--- config.mk ---
export PLATFORM = sky130hd
export DESIGN_NAME = demux_hold_n
export DESIGN_NICKNAME = d
export VERILOG_FILES = /design/src/rtl/demux_hold_n_pkg.sv /design/src/rtl/demux_slot.sv /design/src/rtl/demux_hold_n.sv
export SDC_FILE = /design/constraint.sdc
export NUM_CORES = 1
export LEC_CHECK = 0
export BUFFER_PORTS_ARGS = -buffer_cell sky130_fd_sc_hd__buf_2
export CORE_ASPECT_RATIO = 0.8
export CORE_UTILIZATION = 40
export CTS_CLUSTER_DIAMETER = 80
export CTS_CLUSTER_SIZE = 10
export DETAILED_ROUTE_END_ITERATION = 7
export PLACE_DENSITY = 0.66
export SLEW_MARGIN = 10
export SYNTH_ARGS = -nofsm -noshare
export SYNTH_HDL_FRONTEND = slang
export SYNTH_SLANG_ARGS = --single-unit
--- constraint.sdc ---
create_clock -name clk -period 1.9 [get_ports clk]
set_input_delay 0.095 -clock clk [delete_from_list [all_inputs] [get_ports clk]]
set_output_delay 0.095 -clock clk [all_outputs]
set_load 0.01 [all_outputs]
--- src/rtl/demux_hold_n_pkg.sv ---
// Shared constants for the registered 1-to-N demultiplexer: channel-state encoding,
// error-counter sizing and address-range helper.
package demux_hold_n_pkg;

  localparam int ERR_W        = 8;
  localparam int CHANNELS_DEF = 4;
  localparam int ADDR_MAX     = CHANNELS_DEF - 1;

  typedef logic [0:0] chan_state_t;

  localparam chan_state_t EMPTY = 1'b0;
  localparam chan_state_t FULL  = 1'b1;

  localparam logic [ERR_W-1:0] ERR_SAT = '1;

  // Highest legal channel index for a given channel count.
  function automatic int addr_max(input int channels);
    return channels - 1;
  endfunction

endpackage

--- src/rtl/demux_slot.sv ---
// Single-entry output buffer for one demux channel. The state register doubles as
// the channel's valid flag and is exposed for observation.
module demux_slot
  import demux_hold_n_pkg::*;
#(
  parameter int WIDTH     = 32,
  parameter bit HOLD_LAST = 1'b1
) (
  input  logic             clk,
  input  logic             rst_n,
  input  logic             wr_en,
  input  logic [WIDTH-1:0] wr_data,
  output logic             wr_ready,
  input  logic             rd_ready,
  output logic [WIDTH-1:0] rd_data,
  output chan_state_t      state
);

  chan_state_t state_q;
  logic        consume;

  assign consume  = (state_q == FULL) && rd_ready;
  // A full slot can still take a word in the same cycle its consumer drains it.
  assign wr_ready = (state_q == EMPTY) || rd_ready;
  assign state    = state_q;

  always_ff @(posedge clk or negedge rst_n) begin
    if (!rst_n) begin
      state_q <= EMPTY;
      rd_data <= '0;
    end else if (wr_en) begin
      state_q <= FULL;
      rd_data <= wr_data;
    end else if (consume) begin
      state_q <= EMPTY;
      if (!HOLD_LAST) rd_data <= '0;
    end
  end

endmodule

--- src/rtl/demux_hold_n.sv ---
// Registered 1-to-N demultiplexer with per-channel valid/ready buffers, a one-hot
// record of the last steered address and a saturating count of dropped words.
module demux_hold_n
  import demux_hold_n_pkg::*;
#(
  parameter int WIDTH     = 32,
  parameter int CHANNELS  = 4,
  parameter int ADDR_W    = 5,
  parameter bit HOLD_LAST = 1'b1
) (
  input  logic                         clk,
  input  logic                         rst_n,
  input  logic                         in_valid,
  output logic                         in_ready,
  input  logic [ADDR_W-1:0]            in_addr,
  input  logic [WIDTH-1:0]             in_data,
  output logic [CHANNELS-1:0]          out_valid,
  input  logic [CHANNELS-1:0]          out_ready,
  output logic [CHANNELS*WIDTH-1:0]    out_data,
  output logic [CHANNELS-1:0]          sel_onehot,
  output logic                         err_pulse,
  output logic [ERR_W-1:0]             err_count
);

  // Handshake: a word moves on a rising clk edge when in_valid && in_ready, and a
  // channel word moves when out_valid[k] && out_ready[k]; in_ready never depends on
  // in_valid, and out_ready on an empty channel has no effect.

  localparam int ADDR_MAX_L = addr_max(CHANNELS);

  logic [CHANNELS-1:0] addr_hit;
  logic [CHANNELS-1:0] slot_ready;
  logic [CHANNELS-1:0] wr_en;
  logic                in_range;
  logic                xfer;

  always_comb begin
    addr_hit = '0;
    for (int k = 0; k < CHANNELS; k++) begin
      if (in_addr == ADDR_W'(k)) addr_hit[k] = 1'b1;
    end
  end

  assign in_range = (in_addr <= ADDR_W'(ADDR_MAX_L));
  // Out-of-range words are always accepted so the source never stalls on a bad address.
  assign in_ready = in_range ? |(addr_hit & slot_ready) : 1'b1;
  assign xfer     = in_valid && in_ready;
  assign wr_en    = {CHANNELS{xfer}} & addr_hit;

  for (genvar k = 0; k < CHANNELS; k++) begin : g_slot
    chan_state_t slot_state;

    demux_slot #(
      .WIDTH     (WIDTH),
      .HOLD_LAST (HOLD_LAST)
    ) u_slot (
      .clk      (clk),
      .rst_n    (rst_n),
      .wr_en    (wr_en[k]),
      .wr_data  (in_data),
      .wr_ready (slot_ready[k]),
      .rd_ready (out_ready[k]),
      .rd_data  (out_data[k*WIDTH +: WIDTH]),
      .state    (slot_state)
    );

    assign out_valid[k] = (slot_state == FULL);
  end

  always_ff @(posedge clk or negedge rst_n) begin
    if (!rst_n) begin
      sel_onehot <= '0;
    end else if (xfer && in_range) begin
      sel_onehot <= addr_hit;
    end
  end

  always_ff @(posedge clk or negedge rst_n) begin
    if (!rst_n) begin
      err_pulse <= 1'b0;
      err_count <= '0;
    end else begin
      err_pulse <= xfer && !in_range;
      if (xfer && !in_range && (err_count != ERR_SAT)) err_count <= err_count + 1'b1;
    end
  end

endmodule

## After elaboration in Yosys (flattened, before gate mapping)

Index checks and enable logic that the tools add are counted.

- Bits in registers: 145
- Input port bits: 44
- Output and inout port bits: 146
- Word-level logic and storage cells: 55

- $add $sub $neg: 1
- Order comparisons: 1
- Equality and inequality tests: 4
- Multiplexer cells: 13
- Bitwise logic cells: 6
- Reduce and logical (&&, ||, !) cells: 19

Operator list:

| operator | number |
|---|---|
| two-way mux 1 bit | 13 |
| equality test 5 x 2 -> 1 bit, second input constant | 2 |
| adder 8 x 1 -> 8 bit, second input constant | 1 |
| AND 4 bit | 2 |
| logical AND 1 bit | 8 |
| inequality test 8 bit, second input constant | 1 |
| nonzero test 2 bit | 4 |
| equality test 5 x 1 -> 1 bit, second input constant | 1 |
| less-or-equal comparator 5 x 2 -> 1 bit, second input constant | 1 |
| logical NOT 5 bit | 1 |
| logical OR 1 bit | 4 |
| inverter 1 bit | 4 |
| OR reduction 4 bit | 1 |
| logical NOT 1 bit | 1 |

## Longest topological paths before layout

Gate-level depths: netlist of run 1.

- Depth in word-level cells: 8
- Depth in mapped cells: 4
- Depth with buffers taken out: 4

## By module

Synthesis of run 1 repeated with hierarchy kept, for this count alone.

- Cell total of the unflattened synthesis: 360
- Area, all modules: 6264.8 um2

Modules (own cells, without submodules):

| module | instances | cells each | area an instance (um2) | seq. area each (um2) |
|---|---|---|---|---|
| demux_slot | 4 | 71 | 1378.8 | 825.8 |
| demux_hold_n | 1 | 76 | 749.5 | 325.3 |

## Worst setup path after synthesis of run 1

Ideal clock, no wire load.

- Path type: reg2reg
- Start: register err_count[0]
- End: register err_count[1]
- Setup time: 0.125 ns
- Arrival: 1.440 ns
- Data required time: 1.775 ns
- Slack: 0.335 ns
- Cell stages (with the launch flop): 5
- Buffers on the path: 0
- Period minus slack after synthesis: 1.565 ns
- Path through: dfrtp_1 > ha_1 > nand4_1 > o21ai_0 > mux2_2

- Cells in the longest elaborated chain, start to end: 2
- Elaborated cells on any way between the ends: 3
- Those cells by class: add/sub: 1; eq/ne: 1; reduce/logical: 1

Ends and longest elaborated chain:

| what | line | text |
|---|---|---|
| from (decl) | demux_hold_n.sv:22 | `output logic [ERR_W-1:0] err_count` |
| from (signal assigned) | demux_hold_n.sv:84 | `if (xfer && !in_range && (err_count != ERR_SAT)) err_count <= err_count + 1'b1;` |
| branches (longest 2 deep; another with adder 8 x 1 -> 8 bit) | - |  |

Several ways; the timed one is not identified.
A chain may end at the register's enable or synchronous reset.

## Worst setup path in the final report of run 1

- Start: input port out_ready[2]
- End: output port in_ready

- Cells in the longest elaborated chain, start to end: 4

Ends and longest elaborated chain:

| what | line | text |
|---|---|---|
| from (decl) | demux_hold_n.sv:18 | `input logic [CHANNELS-1:0] out_ready,` |
| logical OR 1 bit | demux_slot.sv:24 | `assign wr_ready = (state_q == EMPTY) \|\| rd_ready;` |
| AND 4 bit | demux_hold_n.sv:46 | `assign in_ready = in_range ? \|(addr_hit & slot_ready) : 1'b1;` |
| OR reduction 4 bit | demux_hold_n.sv:46 |  |
| two-way mux 1 bit | demux_hold_n.sv:46 |  |
| to (decl) | demux_hold_n.sv:14 | `output logic in_ready,` |

No other way between the ends.

==> results of run 1 <==
[power groups by stage]
stage,logic [mW],clock network [mW],registers [mW]
final,1.92,3.48,4.09
after global routing,2.08,3.73,4.17
after CTS,1.94,3.58,4.09
after detailed placement,1.88,0,4.13
after global placement,1.83,0,4.09
after floorplan,0.636,0,4.40
[metal layers]
metal / global-route usage (%) / vias up
met1: 23.7 / 1922
li1: - / 1721
met3: 7.39 / 8
met5: 0 / -
met2: 31.5 / 116
met4: 4.82 / 0
[through the flow]
stage | util [%] | power, mW
global route | 57.4 | 9.97
CTS | 57.1 | 9.60
finish | 57.4 | 9.49
floorplan | - | 5.03
detailed placement | 49.9 | 6.00
global placement | 49.9 | 5.92
[state kept, by name, summed over array words and instances (netlist names)]
signal / flops
err_count: 8
g_slot.u_slot.state: 4
g_slot.u_slot.rd_data: 128
sel_onehot: 4
err_pulse: 1
[area by class of cell]
type | instances | share of cell area (%)
Inverter | 4 | 0.192
Tap cell | 180 | 2.89
Timing Repair Buffer | 237 | 18.3
Sequential cell | 145 | 46.5
Clock inverter | 11 | 1.92
Clock buffer | 21 | 6.16
Multi-Input combinational cell | 181 | 24.0
[cells by family after synthesis]
family | count (synthesis) | synth area share, %
flip-flops | 145 | 64.9
AND/OR/NAND/NOR | 33 | 4.23
XOR/XNOR | 4 | 0.626
buffers and inverters | 20 | 1.86
adder cells (fa/ha/maj) | 1 | 0.224
AO/OA/AOI/OAI | 10 | 1.23
multiplexers | 133 | 27.0
[path summary, 6_finish.rpt]
kind                                              startpoint                            to  cells past startpoint
worst max-delay path                            out_ready[2]                      in_ready                      6
worst min-delay path                            out_ready[3]        g_slot[3].u_slot.state                      3
worst max register to register                  err_count[0]                  err_count[1]                      4
worst min register to register  g_slot[2].u_slot.rd_data[24]  g_slot[2].u_slot.rd_data[24]                      1
max in group asynchronous                              rst_n  g_slot[0].u_slot.rd_data[18]                      3
min in group asynchronous                              rst_n                  err_count[0]                      2
[layout by cell type, fill, tap and decap left out, drive strengths merged, types with 5 or more instances in the layout]
| master | n |
|---|---|
| mux2 | 131 |
| clkbuf | 21 |
| dfrtp | 145 |
| dlygate4sd3 | 37 |
| inv | 7 |
| nand2 | 8 |
| o211ai | 5 |
| nand2b | 6 |
| buf | 200 |
[repair_timing]
action	CTS	global route
resized for setup	0	2
hold buffers	35	2
endpoints found under the hold margin	174	2
setup buffers	0	1
setup endpoints to repair	0	1
[tightest hold or removal path, stage by stage]
cell and delay [ns]:
buf_2 0.08, nand2b_1 0.18, nand2_1 0.07
==> results.tsv, run 1 <==
metric	value	unit
status	finished, final reports clean	
ys_seq_area_share	64.9	%
diodes	0	
wl_per_cell	16.9	um
cp_slowest_stage_delay	0.53	ns
worstSetupPathType	in -> out	
gr-usage-all-layers	19.2	%
drtIter0Drc	117	
tns	0	ns
cp-end-kind	output port	
fillCellCount	1134	
clk_pin_slew	0.06	ns
power_frac_comb	20.2	%
hp-class	in -> reg	
drcViolationCount	0	
via_per_inst	4.84	
rsz0062_at_grt	no	
ys_warn_count	0	
hold_viol_final	0	
die_w	134	um
synthTopCellsByArea	dfrtp_1, mux2_2, buf_2	
dr_wl_met3	801	um
die-area	14500	um2
crit_family	buffers and inverters	
wl_met2	6.58	mm
cp_cell_sequence	buf_2, dlygate4sd3_1, nand2b_1, mux4_2, nand2b_1, buf_2	
cp_max_fo	3	
netlist_area	5590	um2
holdWs	0.0546	ns
r2r_setup_slack	0.17	ns
firstDrtPassIters	4	
grt_max_degree	58	
wl	13.2	mm
sw_frac_of_total	27.0	%
post_route_cells_drive_above_1_share	62.1	%
synthTopCellsByCount	dfrtp_1, mux2_2, buf_2	
synth-seq-cells	145	
synth_cells	346	
tightestPinTransition	0.565	ns
ir_drop	0.679	mV
switchingPower	2.57	mW
ioPinCount	190	
yosysUniqueCellTypes	30	
cp_num_buf_inv	3	
io_buffers	189	
stdcell_count	779	
antenna_left	0	
nets	631	
core.rowCount	38	
vias	3767	
fin_area	7800	um2
coreArea	13600	um2
syn_nets	391	
wl_met1	5.75	mm
yosysMostFrequentCell	dfrtp_1	
synthToLayoutAreaGrowth	39.6	%
p_per_area	1220	nW/um2
die_y	108	um
required	1.80	ns
clock_path_buffers	2	
root_buffer	clkbuf_16	
maxCapViolations	0	
cts_tree	yes	
top_layer	met4	
htree_num_levels	4	
clock_sink_count	145	
placed_area	6780	um2
skew	0.00805	ns
min_period	1.85	ns
synth_edf_count	0	
multi_input_area	1880	um2
synth_ff_type	dfrtp_1	
maxSlewViolCount	0	
yosysTopAreaCellShare	64.9	%
dp_slack	0.196	ns
dpl.hpwl	8.96	mm
internal_power	6.92	mW
crit_path_start_kind	input pin	
gp_congestion	0.781	
post-place-cells	709	
setup_viol	0	
fmax	540	MHz
avgSynthCellArea	16.2	um2
grt_pass1_wl	20.8	mm
start_util	41.1	%
finalCritPeriodShare	97.5	%
async_flop_share	100	%
pwr-share-clk	36.7	%
leakage	4.04	nW
seqPwrFrac	43.1	%
seq_area	3630	um2
relSlewSlack	62.2	%
grt_pass1_vias	3914	
antenna_found_initial	0	
cts_made_buffers	17	
synth_top_cell_by_area	dfrtp_1	
overflow	0	
arrival	1.76	ns
insertion_delay	0.41	ns
setup_slack	0.0481	ns
crit_slowest_cell	dlygate4sd3_1	
Power figures use the tool's default switching activity.
==> run 2: changes to the inputs <==
==> constraint.sdc (replaced) <==
create_clock -name clk -period 2.2 [get_ports clk]
set_input_delay 0.11 -clock clk [delete_from_list [all_inputs] [get_ports clk]]
set_output_delay 0.11 -clock clk [all_outputs]
set_load 0.01 [all_outputs]
==> run 2 against run 1 <==
Largest power group unchanged. Register-to-register slack improved by 0.28 ns. Critical path type is now reg -> out. Die area did not move. Worst setup slack improved by 0.24 ns.
==> results.tsv, run 2 (synthesis gave the netlist of run 1 again) <==
metric	value	unit
dpl.hpwl	9.43	mm
clock_path_buffers	2	
r2r_setup_slack	0.45	ns
antenna_left	0	
pwr-share-clk	35.1	%
htree_num_levels	4	
grt_pass1_wl	21.3	mm
antenna_found_initial	0	
hold_buffers	34	
power_frac_comb	20.7	%
reg_top3	g_slot.u_slot.rd_data x128, err_count x8	
final_common_cell	buf_2	
root_buffer	clkbuf_16	
die_w	134	um
setup_viol	0	
postCtsSetupRepairBufs	0	
gr-usage-all-layers	19.9	%
hold_depth	3	
via_per_inst	4.92	
die-area	14500	um2
wl_per_cell	17.8	um
cp_cell_sequence	nand2b_1, mux4_2, nand2b_1, buf_2	
r2r-end	err_count[1]	
worstRegToRegCells	4	
wl	13.8	mm
skew	0.00451	ns
min_period	1.91	ns
post-place-cells	712	
cp-end-kind	output port	
hold_path_end	g_slot[3].u_slot.state	
vias	3820	
tns	0	ns
crit_slowest_cell	mux4_2	
die_y	108	um
grt_pass1_vias	3960	
final_cell_mix	buf_2, dfrtp_1, mux2_2	
firstDrtPassIters	4	
cpMostUsedCell	nand2b_1	
clk_pin_slew	0.05	ns
diodes	0	
r2r-start	err_count[0]	
cts_tree	yes	
core.rowCount	38	
p_per_area	1040	nW/um2
cts_resized	0	
gp_congestion	0.837	
clock_sink_count	145	
leakage	3.99	nW
rsz0062_at_grt	no	
drcViolationCount	0	
tightestPinTransition	0.564	ns
io_buffers	189	
maxSlewViolCount	0	
required	2.09	ns
largest-register	g_slot.u_slot.rd_data	
cp_slowest_stage_delay	0.55	ns
relSlewSlack	62.4	%
stdcell_count	776	
overflow	0	
start_util	41.1	%
internal_power	5.83	mW
sw_frac_of_total	27.1	%
status	finished, final reports clean	
hp-class	in -> reg	
cts_made_buffers	17	
cp_max_fo	5	
finalCritPeriodShare	87.0	%
seqPwrFrac	44.3	%
switchingPower	2.17	mW
hold_viol_final	0	
fmax	523	MHz
drtIter0Drc	90	
arrival	1.80	ns
insertion_delay	0.42	ns
maxCapViolations	0	
largest_reg_flops	128	
grt_max_degree	62	
worstSetupPathType	reg -> out	
ir_drop	0.645	mV
crit_path_start_kind	flip-flop	
nets	630	
synthToLayoutAreaGrowth	37.5	%
ioPinCount	190	
min_from	out_ready[3]	
coreArea	13600	um2
post_route_cells_drive_above_1_share	61.4	%
run 2: cell count changes in the layout (fill, tap and decap cells not counted), sizes merged:
| cell | change |
|---|---|
| clkbuf | +4 |
| dlygate4sd3 | -3 |
| inv | -3 |
| buf | +2 |
| bufinv | -1 |
| clkinv | -1 |
| clkinvlp | -1 |
run 2: area by class of cell:
cell class,count,area [um2]
inverter,4,15.0
clock inverter,5,77.6
sequential,145,3630
tap,180,225
timing repair buffer,236,1390
fill,1166,5910
clock buffer,25,495
multi-input combinational,181,1860
run 2: metrics by stage:
step / cell area, um2 / hold slack, ns / worst slack [ns] / util (%) / power, mW
CTS: 7690 / 0.0251 / 0.277 / 56.6 / 8.09
global placement: 6780 / 0.105 / 0.531 / 49.9 / 5.12
detailed placement: 6780 / 0.118 / 0.452 / 49.9 / 5.20
global route: 7690 / 0.0351 / 0.203 / 56.6 / 8.38
finish: 7690 / 0.0460 / 0.286 / 56.6 / 8.00
floorplan: 5590 / -0.186 / 0.635 / - / 4.35
run 2: power by group through the flow:
stage | Sequential (mW) | Combinational (mW) | Clock [mW]
final | 3.54 | 1.65 | 2.81
after global routing | 3.61 | 1.79 | 2.98
after global placement | 3.54 | 1.59 | 0
after floorplan | 3.80 | 0.549 | 0
after CTS | 3.54 | 1.68 | 2.88
after detailed placement | 3.58 | 1.63 | 0
run 2: how the worst max path moves through the flow:
| stage | start | endpoint | slack, ns |
|---|---|---|---|
| final | g_slot[1].u_slot.state | in_ready | 0.29 |
| after global routing | g_slot[0].u_slot.state | in_ready | 0.20 |
| after CTS | g_slot[0].u_slot.state | in_ready | 0.28 |
| after detailed placement | err_count[0] | err_count[1] | 0.45 |
| after global placement | err_count[0] | err_count[1] | 0.53 |
| after floorplan | err_count[0] | err_count[1] | 0.64 |
run 2: worst max-delay path, delay by kind of cell (launching register included):
family	cells	cell delay (ns)
multiplexers	1	0.55
buffers and inverters	1	0.16
AND/OR/NAND/NOR	2	0.32
flip-flops	1	0.36
run 2: metal layers:
metal | routed length [um] | up-vias | GRT usage [%]
met4 | 297 | 0 | 8.51
met2 | 6680 | 135 | 32.7
met1 | 5910 | 1943 | 23.9
li1 | - | 1717 | -
met5 | 0 | - | 0
met3 | 921 | 25 | 6.78
